==> config.mk <==
export PLATFORM = sky130hd
export DESIGN_NAME = rf_writeback
export DESIGN_NICKNAME = d
export VERILOG_FILES = /design/src/rtl/rf_writeback.sv
export SDC_FILE = /design/constraint.sdc
export NUM_CORES = 1
export LEC_CHECK = 0
export ABC_AREA = 1
export CAP_MARGIN = 0
export CELL_PAD_IN_SITES_DETAIL_PLACEMENT = 0
export CELL_PAD_IN_SITES_GLOBAL_PLACEMENT = 1
export CORE_MARGIN = 4
export CORE_UTILIZATION = 40
export DETAILED_ROUTE_END_ITERATION = 12
export MAX_ROUTING_LAYER = met4
export PLACE_DENSITY = 0.89
export SETUP_SLACK_MARGIN = 0.1
export SLEW_MARGIN = 5
export SYNTH_ARGS = -nofsm -noshare
export SYNTH_HDL_FRONTEND = slang
export SYNTH_SLANG_ARGS = --single-unit
==> constraint.sdc <==
create_clock -name clk -period 1.5 [get_ports clk]
set_input_delay 0.225 -clock clk [delete_from_list [all_inputs] [get_ports clk]]
set_output_delay 0.225 -clock clk [all_outputs]
set_load 0.05 [all_outputs]
==> src/rtl/rf_writeback.sv <==
// rf_writeback: writeback GPR/flag register file with retire counter and sticky illegal halt; define RF_BYPASS_EN for same-cycle write-through reads
module rf_writeback #(
  parameter int NREGS = 8,
  parameter int DW = 16
) (
  input  logic          clk,
  input  logic          rst,
  input  logic          wb_valid,
  input  logic          wb_rf_we,
  input  logic [2:0]    wb_waddr,
  input  logic [DW-1:0] wb_wdata,
  input  logic          wb_ccr_we_c,
  input  logic          wb_ccr_we_z,
  input  logic          wb_c,
  input  logic          wb_z,
  input  logic          wb_illegal,
  input  logic [2:0]    raddr_a,
  input  logic [2:0]    raddr_b,
  output logic [DW-1:0] rdata_a,
  output logic [DW-1:0] rdata_b,
  output logic          flag_c,
  output logic          flag_z,
  output logic [15:0]   retired,
  output logic          halted
);
  logic [DW-1:0] regs_q [NREGS];
  logic [DW-1:0] regs_d [NREGS];
  logic          flag_c_q, flag_c_d, flag_z_q, flag_z_d, halted_q, halted_d;
  logic [15:0]   retired_q, retired_d;
  logic          commit, rf_wr, c_wr, z_wr;
  assign commit = wb_valid & ~halted_q;
  assign rf_wr  = commit & wb_rf_we;
  assign c_wr   = commit & wb_ccr_we_c;
  assign z_wr   = commit & wb_ccr_we_z;
  always_comb begin
    for (int i = 0; i < NREGS; i++)
      regs_d[i] = (rf_wr && wb_waddr == 3'(i)) ? wb_wdata : regs_q[i];
    flag_c_d  = c_wr ? wb_c : flag_c_q;
    flag_z_d  = z_wr ? wb_z : flag_z_q;
    retired_d = commit ? retired_q + 16'd1 : retired_q;
    halted_d  = halted_q | (commit & wb_illegal);
  end
  always_ff @(posedge clk) begin
    if (rst) begin
      regs_q    <= '{default: '0};
      flag_c_q  <= 1'b0;
      flag_z_q  <= 1'b0;
      retired_q <= '0;
      halted_q  <= 1'b0;
    end else begin
      regs_q    <= regs_d;
      flag_c_q  <= flag_c_d;
      flag_z_q  <= flag_z_d;
      retired_q <= retired_d;
      halted_q  <= halted_d;
    end
  end
`ifdef RF_BYPASS_EN
  assign rdata_a = (rf_wr && wb_waddr == raddr_a) ? wb_wdata : regs_q[raddr_a];
  assign rdata_b = (rf_wr && wb_waddr == raddr_b) ? wb_wdata : regs_q[raddr_b];
  assign flag_c  = c_wr ? wb_c : flag_c_q;
  assign flag_z  = z_wr ? wb_z : flag_z_q;
`else
  assign rdata_a = regs_q[raddr_a];
  assign rdata_b = regs_q[raddr_b];
  assign flag_c  = flag_c_q;
  assign flag_z  = flag_z_q;
`endif
  assign retired = retired_q;
  assign halted  = halted_q;
endmodule

; ---- Word level (Yosys, flattened, before mapping)
; Cells that the tools add are included.
[word_totals]
in_bits = 34
output_inout_bits = 51
regBits = 147
[classes]
n_addsub = 1
n_eq_ne = 7
reduce_logical = 9
n_mux = 6
bitwise_logic = 9
n_lt_le_gt_ge = 2
[op_table]
columns = cell, count
row1 = binary-select mux 16 bit (select 3 bit), 2
row2 = two-way mux 16 bit, 4
row3 = "adder 16 x 1 -> 16 bit, second input constant", 1
row4 = "equality test 3 bit, second input constant", 4
row5 = ">= comparator 4 bit, second input constant", 2
row6 = logical AND 1 bit, 8
row7 = NOT 3 -> 4 bit, 2
row8 = "equality test 3 x 2 -> 1 bit, second input constant", 2
row9 = AND 1 bit, 5
row10 = "equality test 3 x 1 -> 1 bit, second input constant", 1
row11 = logical NOT 3 bit, 1
row12 = NOT 1 bit, 1
row13 = OR 1 bit, 1

; ---- Depth between registers and ports, before layout
[depth]
word_depth = 4
ltp_mapped = 9
mapped_depth_nobuf = 8

; ---- Worst setup path before layout
; Ideal clock, no wire load.
[synth_timing]
kind = register -> register
from = register retired_q[0] (netlist: retired[0])
to = register retired_q[14] (netlist: retired[14])
required_time_ps = 1386
arrival_ps = 1526
path_buffers = 0
synth_period_minus_slack_ps = 1640
path_slack_ps = -140
stages_incl_launch_ff = 9
cell_sequence = dfxtp_1 > ha_1 > inv_1 > nor2_1 > nand3_1 > nor2_1 > nand2_1 > nand2_1 > nor2_1
[synth_via]
elab_chain_cells = 1
[synth_rtl]
columns = element, line_no
row1 = "start, declared", 29  ; logic [15:0] retired_q, retired_d;
row2 = "start signal, assigned", 54  ; retired_q <= retired_d;
row3 = adder 16 x 1 -> 16 bit, 40  ; retired_d = commit ? retired_q + 16'd1 : retired_q;
; Every way passes these cells.
; A chain may end at the register's enable or synchronous reset.

; ---- Worst setup path after layout
[layout_timing]
from = register regs_q[107] (netlist name)
to = output rdata_a[11]
[layout_via]
elab_chain_cells = 3
[layout_rtl]
columns = element, line_no
row1 = "start, declared", 26  ; logic [DW-1:0] regs_q [NREGS];
row2 = "start signal, assigned", 51  ; regs_q <= regs_d;
row3 = binary-select mux 16 bit (select 3 bit), 64  ; assign rdata_a = regs_q[raddr_a];
row4 = two-way mux 16 bit (not written as such) (2 in series), 64
row5 = "end, declared", 19  ; output logic [DW-1:0] rdata_a,
; Every way passes these cells. The select of a mux whose other input is x is not followed.

==> results by group <==
STA
  • Final slew viol count: 0
  • Fin crit share: 114.5%
  • Worst Tran Pin Value: 0.6564 ns
  • Final worst slack: -0.2168 ns
  • Setup violators final: 32
  • Final TNS setup: -4.696 ns
  • Unrepaired setup endpoints after global routing: yes
  • Clock Skew: 0.007180 ns
  • Max_slew headroom: 56.10%
  • Final hold violations: 0
  • Post-layout min period: 1.717 ns
  • Achievable Freq: 582.5 MHz

Logic synthesis
  • Post-synth cell types: 28
  • Post-synthesis cell area: 7666 µm²
  • Synth area leader: dfxtp_1
  • Synthesized area per cell: 6.351 µm²
  • Register area share after synthesis: 38.39%
  • Synthesis Warnings: 0
  • Synth top area cells: dfxtp_1 (38%), o21ai_0 (20%), nor2_1 (17%)
  • Synth Net Count: 1242
  • Flop and latch count out of synthesis: 147
  • Area share of the largest cell type after synthesis: 38.39%
  • Cells after Synth: 1207

Layout
  • Synth-to-Final Area Change: 43.68%
  • Fin nets: 1334
  • Diodes inserted: 0
  • Most frequent cells in the layout: nor2_1 (349), o21ai_0 (144), o21ai_1 (114)
  • Fin util: 58.69%
  • Finished Cell Area: 11010 µm²
  • Share of layout cells above drive strength 1: 30.11%
  • Commonest non-fill, non-tap cell in the layout: nor2_1

Job
  • Max_cap viols: 0

Floorplan
  • DIE WIDTH: 146.4 µm
  • Die height: 146.4 µm
  • Total core area: 18770 µm²
  • Ports: 85
  • Initial core utilization: 40.85%
  • Area of the die: 21440 µm²
  • Placement Rows: 50

Placed design
  • Port Buffers: 84
  • Dpl cell area: 9823 µm²
  • Worst slack, placed: -0.3139 ns
  • Dpl hpwl: 18410 µm
  • GPL Wtd Cong: 0.8721

Critical path
  • CP arrival: 1.49 ns
  • CP max stage delay: 0.33 ns
  • CP cell instances: inv_2, a21oi_2, o21ai_1, o21ai_1, buf_4, nand2_2, nand2_4, buf_12
  • Crit-path max FO: 2
  • Worst Path Class, Setup: reg2out
  • CP top delay family: flip-flops
  • RR Endpoint: regs_q[111]
  • Cell type of the slowest stage on the worst timing path: dfxtp_2
  • Most Frequent Cell on Critical Path: o21ai_1
  • WP depth: 8
  • CP bufs+invs: 3
  • Critical path startpoint category: register
  • R2R setup slack: 0.06 ns
  • Reg2reg path depth: 7
  • CP required: 1.27 ns
  • Reg2reg start: halted
  • Element type at the critical path end: primary output

Power
  • Leak: 4.327 nW
  • PwrDens: 929.1 nW/µm²
  • VDD IR max: 0.0007866 V
  • Pwr Total: 10.23 mW

GRT
  • Initial antenna violation count: 0
  • GRT overflow: 0
  • Vias in the first global route: 7766
  • First-pass GRT wire length: 43210 µm
  • GR Util All Layers: 25.77%
  • Largest net degree at the start of global routing: 56

Clocking
  • Clock buffer depth: 2
  • H-tree levels: 4
  • Clock transition at path regs: 0.07 ns
  • CTS tree: built
  • Clk Latency, worst-skew pair: 0.43 ns
  • Clock root cell: clkbuf_16
  • Num CTS Buffers: 17
  • Clk sink count: 147

Drt
  • Drt wl/cell: 18.07 µm
  • Remaining DRCs: 0
  • Starting DRT DRC Count: 952
  • DRT antenna net count: 0
  • Vias/cell: 5.585
  • TritonRoute pass-1 iters: 5
  • Final WL: 27940 µm
  • Routed vias: 8634

Min path
  • WHS Endpoint: halted
  • Min-Delay Startpoint: wb_valid
  • HP Class: in2reg
  • WHS Path Cells: 3

Run status
  • Outcome: complete, but fails checks
  • Failing checks: negative setup slack
==> repair_timing <==
| item | in CTS | in global routing |
|---|---|---|
| pin swaps | 75 | 110 |
| hold buffers | 0 | 0 |
| gates cloned | 0 | 1 |
| buffers inserted | 0 | 2 |
| setup endpoints to repair | 32 | 132 |
| resized for setup | 158 | 208 |
==> worst register-to-register path: stages (launching register included) <==
cell and delay, ns:
dfxtp_4 0.35, nor2_4 0.15, nand2_4 0.09, nor2_8 0.26
nand2_8 0.13, buf_12 0.16, o21ai_4 0.13, nor2_1 0.06
==> metal layers <==
layer | share of wire, % | vias to the layer above | global-route usage, %
li1 | - | 4155 | -
met1 | 44 | 4097 | 34.89
met2 | 47 | 328 | 40.19
met3 | 6.2 | 54 | 3.290
met4 | 2.3 | 0 | 8.184
met5 | 0 | - | -
==> cell type report <==
type / instances / area, µm²
clock buffers: 20 / 456.7
clock inverters: 12 / 98.84
fillers: 1730 / 7754
inverters: 63 / 269.0
multi-input cells: 916 / 4723
flip-flops and latches: 147 / 3000
well taps: 234 / 292.8
repair buffers: 154 / 2173
==> worst max-delay path by stage <==
stage	start	slack (ns)	to
after global routing	regs_q[107]	-0.30	rdata_b[11]
after CTS	regs_q[107]	-0.27	rdata_a[11]
after floorplan	raddr_a[0]	0.04	rdata_a[10]
after detailed placement	wb_valid	-0.31	regs_q[87]
after global placement	wb_valid	-0.28	regs_q[111]
final	regs_q[107]	-0.22	rdata_a[11]
==> kinds of logic after synthesis <==
group | count (synthesis) | synth area share, %
compound gates | 399 | 26.10
xor+xnor | 3 | 0.3428
fa+ha+maj | 1 | 0.1632
buf+inv | 144 | 8.258
flops | 147 | 38.39
simple gates | 513 | 26.75
==> where the power goes <==
part	internal, mW	switching [mW]	total (mW)
sequential	3.98	0.0605	4.04
clock	2.23	1.81	4.04
combinational	0.859	1.29	2.15
==> metrics by stage <==
stage	cells	hold slack (ns)
6_report	1546	0.1352
5_1_grt	1546	0.1647
4_1_cts	1543	0.3444
3_5_place_dp	1511	0.4600
3_3_place_gp	1511	0.4492
2_1_floorplan	1207	0.3535
==> cells in the mapped netlist <==
cell type / instances
nor2_1: 355
o21ai_0: 302
dfxtp_1: 147
nand2_1: 131
a21oi_1: 71
inv_1: 53
clkbuf_1: 51
o21ai_1: 24
buf_2: 17
nand3_1: 9
buf_6: 7
clkinv_2: 5
inv_2: 5
nand2_4: 5
nand4_1: 4
nor2_4: 4
buf_4: 3
xor2_1: 3
buf_1: 2
a31oi_1: 1
clkbuf_2: 1
ha_1: 1
nand2_2: 1
nand3_4: 1
nor2_8: 1
nor3_1: 1
o21bai_1: 1
or2_2: 1
==> registers in the layout, summed over array words and instances, names as in the netlist <==
name     flops
flag_c       1
flag_z       1
halted       1
regs_q     128
retired     16
No activity file was read; power rests on OpenSTA's default activity.
==> RTL edit 1 (config.mk and constraints unchanged) <==
The parameter `NREGS` goes from 8 to 16.
--- a/src/rtl/rf_writeback.sv
+++ b/src/rtl/rf_writeback.sv
@@ -1,6 +1,6 @@
 // rf_writeback: writeback GPR/flag register file with retire counter and sticky illegal halt; define RF_BYPASS_EN for same-cycle write-through reads
 module rf_writeback #(
-  parameter int NREGS = 8,
+  parameter int NREGS = 16,
   parameter int DW = 16
 ) (
   input  logic          clk,
Function: no difference found for any inputs over 4 cycles, from zero or initial values and one cycle with rst high; that may be too few to reach the edited logic, so the function may still have changed.
==> RTL edit 1 against the unedited design <==
- the run still ends with setup timing left
- sequential cell count unchanged
- total power up 10%
- register-to-register slack worse by 0.05 ns
- synthesized area up 0.59%
- design area up 7.4%
- routed wire length up 1.8%
- worst setup slack worse by 0.0021 ns
- critical path depth down 1
- final cell count up 2.9%
- critical path type unchanged
- critical endpoint unchanged
- largest power group is now clock
==> RTL edit 1: results <==
[status]
outcome = "complete, but fails checks"
failed_checks = "setup timing"

[logic_synthesis]
synthAdderAreaFrac_pct = 0.162
synth.top_cells.by_count = "nor2_1, o21ai_0, dfxtp_1"
syn_nets = 1238
synth_seq_area_share_pct = 38.2

[power]
peakVddDrop_uv = 776
power.leakage_nw = 4.64

[place]
finalWeightedCongestion = 0.896
dp_slack_ns = -0.313
post_dp_cell_area_um2 = 9790
dp.cells = 1528

[finish]
clockNetworkAreaShare_pct = 5.77
drive_gt1_share_pct = 35.7
signal_buffers = 170
final_nets = 1353
n_all_inverters = 65
signal_buffer_area_fraction_pct = 19.8
multiInputCombCellCount = 917
multi_input_area_um2 = 5140
fillCellCount = 1546
seq_area_um2 = 3010

[global_route]
grt_max_degree = 85
met1_usage_pct = 32.7
track_usage_pct = 24.4
use_met2_pct = 37.8
grt_pass1_vias = 7699

[timing]
holdWs_ns = 0.354
fin_ws_ns = -0.219
setup_violations = 32
fin_setup_tns_ns = -5.49

[cts]
cts_setup_buffers = 2

[worst_setup_path]
cp_slowest_stage_delay_ns = 0.35
reg2reg_slack_ns = 0.01

[hold_path]
hold_start = "wb_illegal"

[routing]
viasPerCell = 5.50
drtIter0Drc = 1041
wire_per_inst_um = 17.9
==> RTL edit 1: cell count changes after synthesis, moves of 3 or more <==
cell      before  now
o21ai_0      302  222
o21ai_1       24  104
buf_2         17    9
clkbuf_1      51   57
buf_6          7   12
nor2_8         1    6
inv_4          0    4
nor2_4         4    0
buf_4          3    0
clkinv_2       5    2
nor2_1       355  352
==> RTL edit 1: worst min-delay path, cell delays in order <==
cell             delay, ns
clkdlybuf4s50_1       0.40
nand2_1               0.07
a21oi_1               0.05
==> RTL edit 1: power by group <==
part / internal (mW) / switching [mW]
Sequential: 3.98 / 0.0716
Combinational: 0.907 / 1.33
Clock: 3.22 / 1.75
Total: 8.12 / 3.15
==> RTL edit 1: metal layers <==
metal	wire [µm]	up-vias
met4	535	0
met2	13800	395
met5	0	-
li1	-	4195
met3	2050	54
met1	12000	4102
==> RTL edit 2 (same flow settings) <==
Made on the original files. Add an input register stage for `wb_valid`, `wb_rf_we`, `wb_ccr_we_c`, `wb_ccr_we_z` and `wb_illegal`, with the module's reset; this delays them by one clock. The other inputs are not delayed to match.
--- a/src/rtl/rf_writeback.sv
+++ b/src/rtl/rf_writeback.sv
@@ -23,22 +23,45 @@
   output logic [15:0]   retired,
   output logic          halted
 );
+
+  logic wb_valid_q;
+  logic wb_rf_we_q;
+  logic wb_ccr_we_c_q;
+  logic wb_ccr_we_z_q;
+  logic wb_illegal_q;
+
+  always_ff @(posedge clk) begin
+    if (rst) begin
+      wb_valid_q    <= '0;
+      wb_rf_we_q    <= '0;
+      wb_ccr_we_c_q <= '0;
+      wb_ccr_we_z_q <= '0;
+      wb_illegal_q  <= '0;
+    end else begin
+      wb_valid_q    <= wb_valid;
+      wb_rf_we_q    <= wb_rf_we;
+      wb_ccr_we_c_q <= wb_ccr_we_c;
+      wb_ccr_we_z_q <= wb_ccr_we_z;
+      wb_illegal_q  <= wb_illegal;
+    end
+  end
+
   logic [DW-1:0] regs_q [NREGS];
   logic [DW-1:0] regs_d [NREGS];
   logic          flag_c_q, flag_c_d, flag_z_q, flag_z_d, halted_q, halted_d;
   logic [15:0]   retired_q, retired_d;
   logic          commit, rf_wr, c_wr, z_wr;
-  assign commit = wb_valid & ~halted_q;
-  assign rf_wr  = commit & wb_rf_we;
-  assign c_wr   = commit & wb_ccr_we_c;
-  assign z_wr   = commit & wb_ccr_we_z;
+  assign commit = wb_valid_q & ~halted_q;
+  assign rf_wr  = commit & wb_rf_we_q;
+  assign c_wr   = commit & wb_ccr_we_c_q;
+  assign z_wr   = commit & wb_ccr_we_z_q;
   always_comb begin
     for (int i = 0; i < NREGS; i++)
       regs_d[i] = (rf_wr && wb_waddr == 3'(i)) ? wb_wdata : regs_q[i];
     flag_c_d  = c_wr ? wb_c : flag_c_q;
     flag_z_d  = z_wr ? wb_z : flag_z_q;
     retired_d = commit ? retired_q + 16'd1 : retired_q;
-    halted_d  = halted_q | (commit & wb_illegal);
+    halted_d  = halted_q | (commit & wb_illegal_q);
   end
   always_ff @(posedge clk) begin
     if (rst) begin
Function: changed (a bounded check fails within 4 cycles, from zero or initial values and one cycle with rst high).
==> RTL edit 2 against the unedited design <==
- the flow still finishes with violations (setup timing)
- routed wire length grew 3.7%
- critical path type unchanged
- clock power rose by 3%
- worst hold slack gained 0.17 ns
- sequential power grew 2%
- total power grew 1.2%
- design area up 10%
- core utilization is 5.7 points higher
- critical path depth is the same
- worst setup slack got worse by 0.031 ns
- via count grew 2.4%
- sequential cell count rose by 5
- synthesized area grew 0.96%
==> RTL edit 2: results <==
[status]
outcome = "complete, but fails checks"
failed_checks = "setup timing"

[finish]
n_clock_buffer = 22
drive_gt1_share_pct = 39.3
stdcell_count = 1628
signal_buffer_area_fraction_pct = 21.9
signal_buffers = 201
fillCellCount = 1577

[routing]
drtIter0Drc = 812
route.met2.wl_mm = 14.4
viasPerCell = 5.43
wl_met3_mm = 1.80

[global_route]
met1_usage_pct = 31.9
use_met2_pct = 40.9
grt_pass1_vias = 7793

[logic_synthesis]
synth_seq_area_share_pct = 39.3
syn_nets = 1251
synth.top_cells.by_count = "nor2_1, o21ai_0, dfxtp_1"

[timing]
fin_setup_tns_ns = -5.18
setup_violations = 32
fin_ws_ns = -0.248

[place]
post_dp_cell_area_um2 = 10100
dp_hpwl_mm = 18.4
dp_slack_ns = -0.233
finalWeightedCongestion = 0.866

[power]
p_seq_mw = 4.11
power_density_nw_per_um2 = 851
peakVddDrop_uv = 799
[RTL edit 2: cell count changes after synthesis, sizes merged, moves of 2 or more]
| cell | change |
|---|---|
| buf | -10 |
| dfxtp | +5 |
| inv | +5 |
| clkinv | +2 |
| clkbuf | +9 |
[RTL edit 2: kinds of logic after synthesis]
logic type | count (synthesis) | synth area share (%)
adders and majority gates | 1 | 0.162
AOI/OAI and AO/OA | 399 | 25.9
buffers and inverters | 150 | 8.44
DFF | 152 | 39.3
and+or+nand+nor | 511 | 25.9
xor gates and xnor gates | 3 | 0.340
[RTL edit 2: worst paths after layout]
path | from | to | slack, ns | depth (start not counted)
max | regs_q[101] | rdata_b[5] | -0.25 | 8
min | wb_valid | wb_valid_q | 0.30 | 3
max reg2reg | halted | regs_q[49] | 0.03 | 10
min reg2reg | wb_illegal_q | halted | 0.44 | 2
[RTL edit 2: critical path: cells and delay by family (launching register included)]
kind            cells  cell delay [ns]
compound gates      3             0.29
buf+inv             3             0.32
flops               1             0.35
simple gates        2             0.13
